<file path="config.mk">
export PLATFORM = sky130hd
export DESIGN_NAME = seq_tx
export DESIGN_NICKNAME = d
export VERILOG_FILES = /design/src/rtl/seq_tx.sv
export SDC_FILE = /design/constraint.sdc
export NUM_CORES = 1
export LEC_CHECK = 0
export BUFFER_PORTS_ARGS = -buffer_cell sky130_fd_sc_hd__buf_2
export CELL_PAD_IN_SITES_DETAIL_PLACEMENT = 2
export CELL_PAD_IN_SITES_GLOBAL_PLACEMENT = 2
export CORE_MARGIN = 2
export CORE_UTILIZATION = 38
export CTS_CLUSTER_SIZE = 28
export DETAILED_ROUTE_END_ITERATION = 12
export PLACE_DENSITY_LB_ADDON = 0.25
export SLEW_MARGIN = 10
export SYNTH_ARGS = -nofsm -noshare
export SYNTH_HDL_FRONTEND = slang
export SYNTH_SLANG_ARGS = --single-unit
export TNS_END_PERCENT = 5
</file>
<file path="constraint.sdc">
create_clock -name clock -period 7.1 [get_ports clock]
set_clock_uncertainty 0.15 [all_clocks]
set_input_delay 0.71 -clock clock [delete_from_list [all_inputs] [get_ports clock]]
set_output_delay 0.71 -clock clock [all_outputs]
set_load 0.005 [all_outputs]
</file>
<file path="src/rtl/seq_tx.sv">
// seq_tx: serial pattern transmitter, MSB-first with repeats and optional idle gaps
module seq_tx #(
    parameter int   W        = 16,
    parameter int   GAP      = 0,
    parameter logic IDLE_LVL = 1'b0
) (
    input  logic         clock,
    input  logic         reset,
    input  logic         start,
    input  logic [W-1:0] pattern,
    input  logic [4:0]   len,
    input  logic [3:0]   reps,
    output logic         x_out,
    output logic         frame,
    output logic         busy,
    output logic         done
);
    typedef enum logic [1:0] {S_IDLE, S_SEND, S_GAP, S_FIN} state_t;
    state_t       state_q, state_d;
    logic [W-1:0] pat_q, pat_d;
    logic [3:0]   idx_q, idx_d, lm1_q, lm1_d, rep_q, rep_d, gap_q, gap_d;
    logic [4:0]   eff_len;
    logic         x_d, frame_d, busy_d, done_d;
    assign eff_len = (len > 5'(W)) ? 5'(W) : len;
    always_comb begin
        state_d = state_q;
        pat_d   = pat_q;
        idx_d   = idx_q;
        lm1_d   = lm1_q;
        rep_d   = rep_q;
        gap_d   = gap_q;
        case (state_q)
            S_IDLE: if (start) begin
                pat_d   = pattern;
                rep_d   = reps;
                lm1_d   = 4'(eff_len - 5'd1);
                idx_d   = 4'(eff_len - 5'd1);
                state_d = (eff_len == 5'd0) ? S_FIN : S_SEND;
            end
            S_SEND: if (idx_q != 4'd0) begin
                idx_d = idx_q - 4'd1;
            end else if (rep_q == 4'd0) begin
                state_d = S_FIN;
            end else begin
                rep_d = rep_q - 4'd1;
                idx_d = lm1_q;
                if (GAP > 0) begin
                    state_d = S_GAP;
                    gap_d   = 4'(GAP - 1);
                end
            end
            S_GAP: begin
                state_d = (gap_q == 4'd0) ? S_SEND : S_GAP;
                gap_d   = (gap_q == 4'd0) ? gap_q : gap_q - 4'd1;
            end
            default: state_d = S_IDLE;
        endcase
        // outputs are derived from the next state so they leave the flops directly
        x_d     = (state_d == S_SEND) ? pat_d[idx_d] : IDLE_LVL;
        frame_d = (state_d == S_SEND);
        busy_d  = (state_d == S_SEND) || (state_d == S_GAP);
        done_d  = (state_d == S_FIN);
    end
    always_ff @(posedge clock or posedge reset) begin
        if (reset) begin
            state_q <= S_IDLE;
            pat_q   <= '0;
            idx_q   <= '0;
            lm1_q   <= '0;
            rep_q   <= '0;
            gap_q   <= '0;
            x_out   <= IDLE_LVL;
            frame   <= 1'b0;
            busy    <= 1'b0;
            done    <= 1'b0;
        end else begin
            state_q <= state_d;
            pat_q   <= pat_d;
            idx_q   <= idx_d;
            lm1_q   <= lm1_d;
            rep_q   <= rep_d;
            gap_q   <= gap_d;
            x_out   <= x_d;
            frame   <= frame_d;
            busy    <= busy_d;
            done    <= done_d;
        end
    end
endmodule

</file>
==> flow_metrics.py, run 1 <==
metrics = {
    "run_status": {
        "outcome": "finished clean",
    },
    "worst_hold_path": {
        "hold-path-cell-count": 2,
        "hold_path_class": "reg -> reg",
    },
    "place": {
        "port_buffers": 31,
        "dpl.cell_count": 333,
        "dpl_worst_slack_ns": 4.04,
        "place_hpwl_um": 4550,
        "place.gp.congestion": 0.777,
    },
    "setup_path": {
        "startpoint_type": "flip-flop",
        "endpoint_kind": "flip-flop",
        "critPathRequiredTime_ns": 7.12,
        "reg2reg_depth": 9,
        "arrival_ns": 3.08,
        "crit_type": "reg -> reg",
        "path_max_fanout": 9,
    },
    "yosys": {
        "ys_seq_area_share_pct": 42.6,
        "syn_nets": 274,
        "synthCells": 238,
        "synth_edf_count": 0,
        "syn-cell-area_um2": 2230,
        "synth_compound_area_share_pct": 17.0,
        "synth_area_leaders": "dfrtp_1, mux2i_1, nand2_1, ha_1, inv_1",
        "synth_fa_ha_area_share_pct": 4.48,
        "yosys.area.top_type_share_pct": 42.6,
        "synthSimpleGateAreaFrac_pct": 21.9,
        "synth_top_family_by_area": "simple AND/OR/NAND/NOR gates",
        "ys_ff_latch": 38,
        "ys_types": 51,
        "synthXorXnorAreaFrac_pct": 1.57,
        "synth_flop_cell": "dfrtp_1",
        "synthMuxAreaShare_pct": 6.78,
        "yosysWarnings": 0,
        "yosysTopAreaCell": "dfrtp_1",
        "async_flop_share_pct": 100,
        "avgSynthCellArea_um2": 9.38,
    },
    "die": {
        "start_util_pct": 39.8,
        "rows": 27,
        "dieWidth_um": 80.7,
        "die_area_um2": 6510,
        "die_h_um": 80.7,
        "ios": 32,
        "coreArea_um2": 5610,
    },
    "route": {
        "num_vias": 1896,
        "drtAntennaViolNets": 0,
        "via_per_inst": 5.59,
        "drt_iter0_drc": 77,
        "avgRoutedWirePerCell_um": 18.2,
        "drtPass1Iterations": 4,
        "post-route-drc-count": 0,
        "drt-total-wl_um": 6180,
    },
    "timing": {
        "max_slew_margin_pct": 56.5,
        "min_period_ns": 3.06,
        "finalMaxSlewViolations": 0,
        "rsz0062_at_grt": "no",
        "setup_viol": 0,
        "post-route-period-util_pct": 43.1,
        "tns_ns": 0,
        "fin_ws_ns": 4.04,
        "hold_violations": 0,
        "worst_pin_slew_ns": 0.653,
        "max_freq_mhz": 327,
    },
    "grt": {
        "top_usage_layer": "met2",
        "grtUsageMet1_pct": 28.8,
        "use_met3_pct": 4.27,
        "grt_pass1_wl_um": 10400,
        "grt_max_degree": 39,
        "antenna_found_initial": 0,
        "grt_usage_pct": 21.6,
        "overflow": 0,
        "grt_pass1_vias": 2026,
        "use_met2_pct": 35.3,
    },
    "clock_network": {
        "hold_buffers": 0,
        "clkSlewWorstSetupHoldPaths_ns": 0.07,
        "cts_root_buf": "clkbuf_8",
        "cts_buffers": 5,
        "ctsHtreeMaxLevel": 2,
        "tritoncts": "built",
        "insertion_delay_ns": 0.30,
        "post-cts-setup-buffers": 0,
        "cts_sinks": 38,
        "cts_resized": 0,
        "cts_buffer_depth": 2,
    },
    "power": {
        "p_leak_nw": 1.19,
        "ir_drop_mv": 0.150,
        "power_density_nw_per_um2": 381,
    },
    "layout": {
        "fin_util_pct": 45.2,
        "fin_nets": 304,
        "drive_gt1_share_pct": 19.1,
        "diodes": 0,
        "layout_commonest_cell": "dfrtp_1",
        "layout.cells.non_filler": 339,
        "fill_cells": 639,
        "syn_to_final_growth_pct": 13.4,
        "layout_common_cells": "dfrtp_1, nand2_1, buf_2",
    },
    "job": {
        "cap_violations": 0,
    },
}
## sequential cells by signal, indices dropped and copies added, names as in the netlist
register / count
gap_q: 4
busy: 1
lm1_q: 4
rep_q: 4
x_out: 1
done: 1
idx_q: 4
frame: 1
pat_q: 16
state_q: 2
## cell families after synthesis
family	after synthesis
simple gates	92
compound gates	51
flops	38
buf+inv	30
mux	15
fa+ha+maj	8
xor+xnor	4
## synth_stat cells, drive strengths merged, types with 2 or more instances
library cell	n
xnor2	3
nor3b	7
nor2b	2
a22o	2
o211ai	5
or4	4
clkbuf	4
nor2	10
nand4	2
or3b	2
nand2b	4
nor4	2
a21o	6
o21ai	11
nand2	37
a21oi	8
nand3	3
o31ai	2
a221oi	3
dfrtp	38
inv	19
o2111ai	4
and2	5
ha	8
buf	7
nor3	9
mux2i	14
## through the flow
step	hold WS (ns)	power (mW)	area [um2]
after floorplan	0.290	0.699	2230
after detailed placement	0.320	0.819	2450
after global routing	0.362	1.05	2530
final	0.329	0.966	2530
after global placement	0.308	0.792	2450
after CTS	0.340	0.978	2530
## power by group
group          internal (mW)  switching, mW  total (mW)
clock                 0.0749         0.0758       0.151
sequential             0.301         0.0647       0.366
combinational          0.199          0.251       0.450
## metal layers
layer / vias to the layer above / share of wire [%]
met4: 0 / 1.6
met2: 26 / 49
met5: - / 0
met1: 959 / 47
met3: 8 / 2.6
li1: 903 / -
## worst max-delay path, cell delays in order (launching register included)
cell and delay (ns):
dfrtp_1 0.47, inv_1 0.12, ha_1 0.27, nor3b_4 0.39, o211a_2 0.39, o31a_1 0.36, mux2i_1 0.24, nor3b_1 0.08
nor4_1 0.30, o211ai_1 0.15
## final timing paths
kind | slack, ns | to | startpoint
worst min register to register | 0.33 | pat_q[5]$_DFF_PP0_ | pat_q[5]$_DFF_PP0_
worst max register to register | 4.04 | x_out$_DFF_PP0_ | idx_q[0]$_DFF_PP0_
max in group asynchronous | 6.10 | rep_q[2]$_DFFE_PP0P_ | reset
worst min-delay path | 0.33 | pat_q[5]$_DFF_PP0_ | pat_q[5]$_DFF_PP0_
worst max-delay path | 4.04 | x_out$_DFF_PP0_ | idx_q[0]$_DFF_PP0_
min in group asynchronous | 0.35 | gap_q[0]$_DFFE_PP0P_ | reset
## final cells by class
class / instances / area [um2] / share of cell area [%]
multi-input cells: 170 / 1160 / 45.8
inverters: 19 / 71.3 / 2.81
well taps: 72 / 90.1 / 3.56
clock buffers: 6 / 82.6 / 3.26
flip-flops and latches: 38 / 951 / 37.5
repair buffers: 34 / 178 / 7.01
No activity file was read; power rests on OpenSTA's default activity.
==> run 2: changes to the inputs <==
- CORE_UTILIZATION: 38 -> 32
- clock period: 7.1 -> 2.5 ns (I/O delays scaled with it)
==> run 2 against run 1 <==
First-iteration DRC count decreased by 6.5%. Global-route usage decreased by 1.8 points. Worst setup slack worse by 4.0 ns. Core utilization fell by 3.4 points. Hold slack got worse by 0.30 ns. Design area up 11%. Count of clock-buffer cells in the layout is the same. Maximum frequency rose by 24%. Largest cell class unchanged. Sequential share of layout area decreased by 3.8 points.
==> flow_metrics.py, run 2 (synthesis results as in run 1) <==
metrics = {
    "setup_path": {
        "path_cells": "inv_2 -> ha_4 -> or3b_4 -> mux2i_1 -> mux2i_1 -> a221oi_2 -> buf_4 -> buf_4 -> nor3_1 -> nor4_1 -> o211ai_1",
        "reg2reg_setup_slack_ns": 0.03,
        "endpoint_kind": "flip-flop",
        "cp_top_family": "simple AND/OR/NAND/NOR gates",
        "critPathRequiredTime_ns": 2.51,
        "path_max_fanout": 5,
        "crit_type": "reg -> reg",
        "reg2reg_depth": 11,
        "startpoint_type": "flip-flop",
        "crit_buf_inv": 3,
        "max_stage_delay_ns": 0.40,
        "cp_slowest_cell": "dfrtp_1",
        "arrival_ns": 2.49,
        "rr_endpoint": "x_out$_DFF_PP0_",
        "reg2reg_from": "rep_q[1]$_DFFE_PP0P_",
    },
    "power": {
        "fin_total_pwr_mw": 3.15,
        "ir_drop_mv": 0.390,
        "power_density_nw_per_um2": 1120,
        "p_leak_nw": 1.35,
    },
    "clock_network": {
        "insertion_delay_ns": 0.29,
        "tritoncts": "built",
        "clkSlewWorstSetupHoldPaths_ns": 0.08,
        "cts_buffer_depth": 2,
        "ctsHtreeMaxLevel": 2,
        "cts_root_buf": "clkbuf_8",
        "cts_sinks": 38,
        "cts_buffers": 5,
    },
    "grt": {
        "grt_max_degree": 39,
        "grt_pass1_wl_um": 11600,
        "grt_pass1_vias": 2243,
        "antenna_found_initial": 0,
        "grt_usage_pct": 19.8,
        "overflow": 0,
    },
    "place": {
        "port_buffers": 31,
        "place_hpwl_um": 5380,
        "place.gp.congestion": 0.850,
        "dpl_worst_slack_ns": -0.139,
    },
    "route": {
        "drtPass1Iterations": 4,
        "drt_iter0_drc": 72,
        "num_vias": 2034,
        "drtAntennaViolNets": 0,
        "post-route-drc-count": 0,
        "drt-total-wl_um": 7120,
        "via_per_inst": 5.37,
        "avgRoutedWirePerCell_um": 18.8,
    },
    "layout": {
        "syn_to_final_growth_pct": 26.4,
        "top_register": "pat_q",
        "largest_register_ffs": 16,
        "diodes": 0,
        "layout_commonest_cell": "dfrtp_1",
        "drive_gt1_share_pct": 29.8,
        "fin_nets": 336,
        "fill_cells": 759,
        "layout_common_cells": "dfrtp_1, nand2_1, buf_4",
    },
    "worst_hold_path": {
        "hold-path-cell-count": 3,
        "min_to": "pat_q[0]$_DFF_PP0_",
        "hp-start": "pattern[0]",
        "hold_path_class": "in -> reg",
    },
    "timing": {
        "setup_viol": 0,
        "finalMaxSlewViolations": 0,
        "post-route-period-util_pct": 98.8,
        "max_freq_mhz": 405,
        "fin_ws_ns": 0.0288,
        "max_slew_margin_pct": 65.2,
        "hold_violations": 0,
        "min_period_ns": 2.47,
        "worst_pin_slew_ns": 0.518,
        "rsz0062_at_grt": "yes",
    },
    "die": {
        "die_h_um": 87.5,
        "rows": 30,
        "dieWidth_um": 87.5,
        "coreArea_um2": 6760,
        "start_util_pct": 33.1,
        "die_area_um2": 7660,
        "ios": 32,
    },
    "job": {
        "cap_violations": 0,
    },
    "run_status": {
        "outcome": "finished clean",
    },
}
-- run 2: worst reg2reg max path: stages (launching register included) --
cell	delay, ns
dfrtp_1	0.40
inv_2	0.08
ha_4	0.15
or3b_4	0.40
mux2i_1	0.18
mux2i_1	0.12
a221oi_2	0.22
buf_4	0.16
buf_4	0.10
nor3_1	0.04
nor4_1	0.24
o211ai_1	0.11
-- run 2: report_power, final --
group / internal (mW) / total (mW) / switching [mW]
Sequential: 0.856 / 0.983 / 0.127
Clock: 0.213 / 0.432 / 0.219
Combinational: 0.868 / 1.74 / 0.868
-- run 2: repair_timing --
action	4_1_cts	5_1_grt
hold endpoints to repair	38	0
hold buffers	1	0
endpoints found under the setup margin	1	1
pin swaps	4	2
setup buffers	2	2
resized for setup	5	3
-- run 2: layout make-up --
class	instances	area [um2]	area share, %
clock buffer	6	82.6	2.93
multi-input combinational	170	1180	42.0
tap	80	100	3.55
sequential	38	951	33.7
inverter	19	71.3	2.53
timing repair buffer	66	433	15.3
-- run 2: how the worst max path moves through the flow --
stage	slack [ns]	end	start	depth (start not counted)
after global routing	-0.13	x_out$_DFF_PP0_	idx_q[0]$_DFF_PP0_	11
final	0.03	x_out$_DFF_PP0_	rep_q[1]$_DFFE_PP0P_	11
after detailed placement	-0.14	x_out$_DFF_PP0_	rep_q[1]$_DFFE_PP0P_	9
after global placement	-0.02	x_out$_DFF_PP0_	rep_q[0]$_DFFE_PP0P_	9
after CTS	-0.03	x_out$_DFF_PP0_	rep_q[1]$_DFFE_PP0P_	10
after floorplan	0.01	x_out$_DFF_PP0_	rep_q[0]$_DFFE_PP0P_	10
-- run 2: through the flow --
stage               utilization, %  std cells  setup TNS [ns]  hold slack, ns  area, um2
CTS                           41.4        377         -0.0283          0.0258       2800
floorplan                        -        238               0           0.225       2230
detailed placement            39.6        368          -0.139           0.268       2680
global placement              39.6        368         -0.0167           0.259       2680
finish                        41.8        379               0          0.0312       2820
global route                  41.8        379          -0.141          0.0480       2820
-- run 2: metal layers --
metal | routed length, um | vias up | global-route usage, %
met5 | 0 | - | 0
met4 | 51 | 0 | 4.06
met3 | 110 | 4 | 3.02
met2 | 3800 | 19 | 35.7
met1 | 3170 | 1045 | 25.0
li1 | - | 966 | -
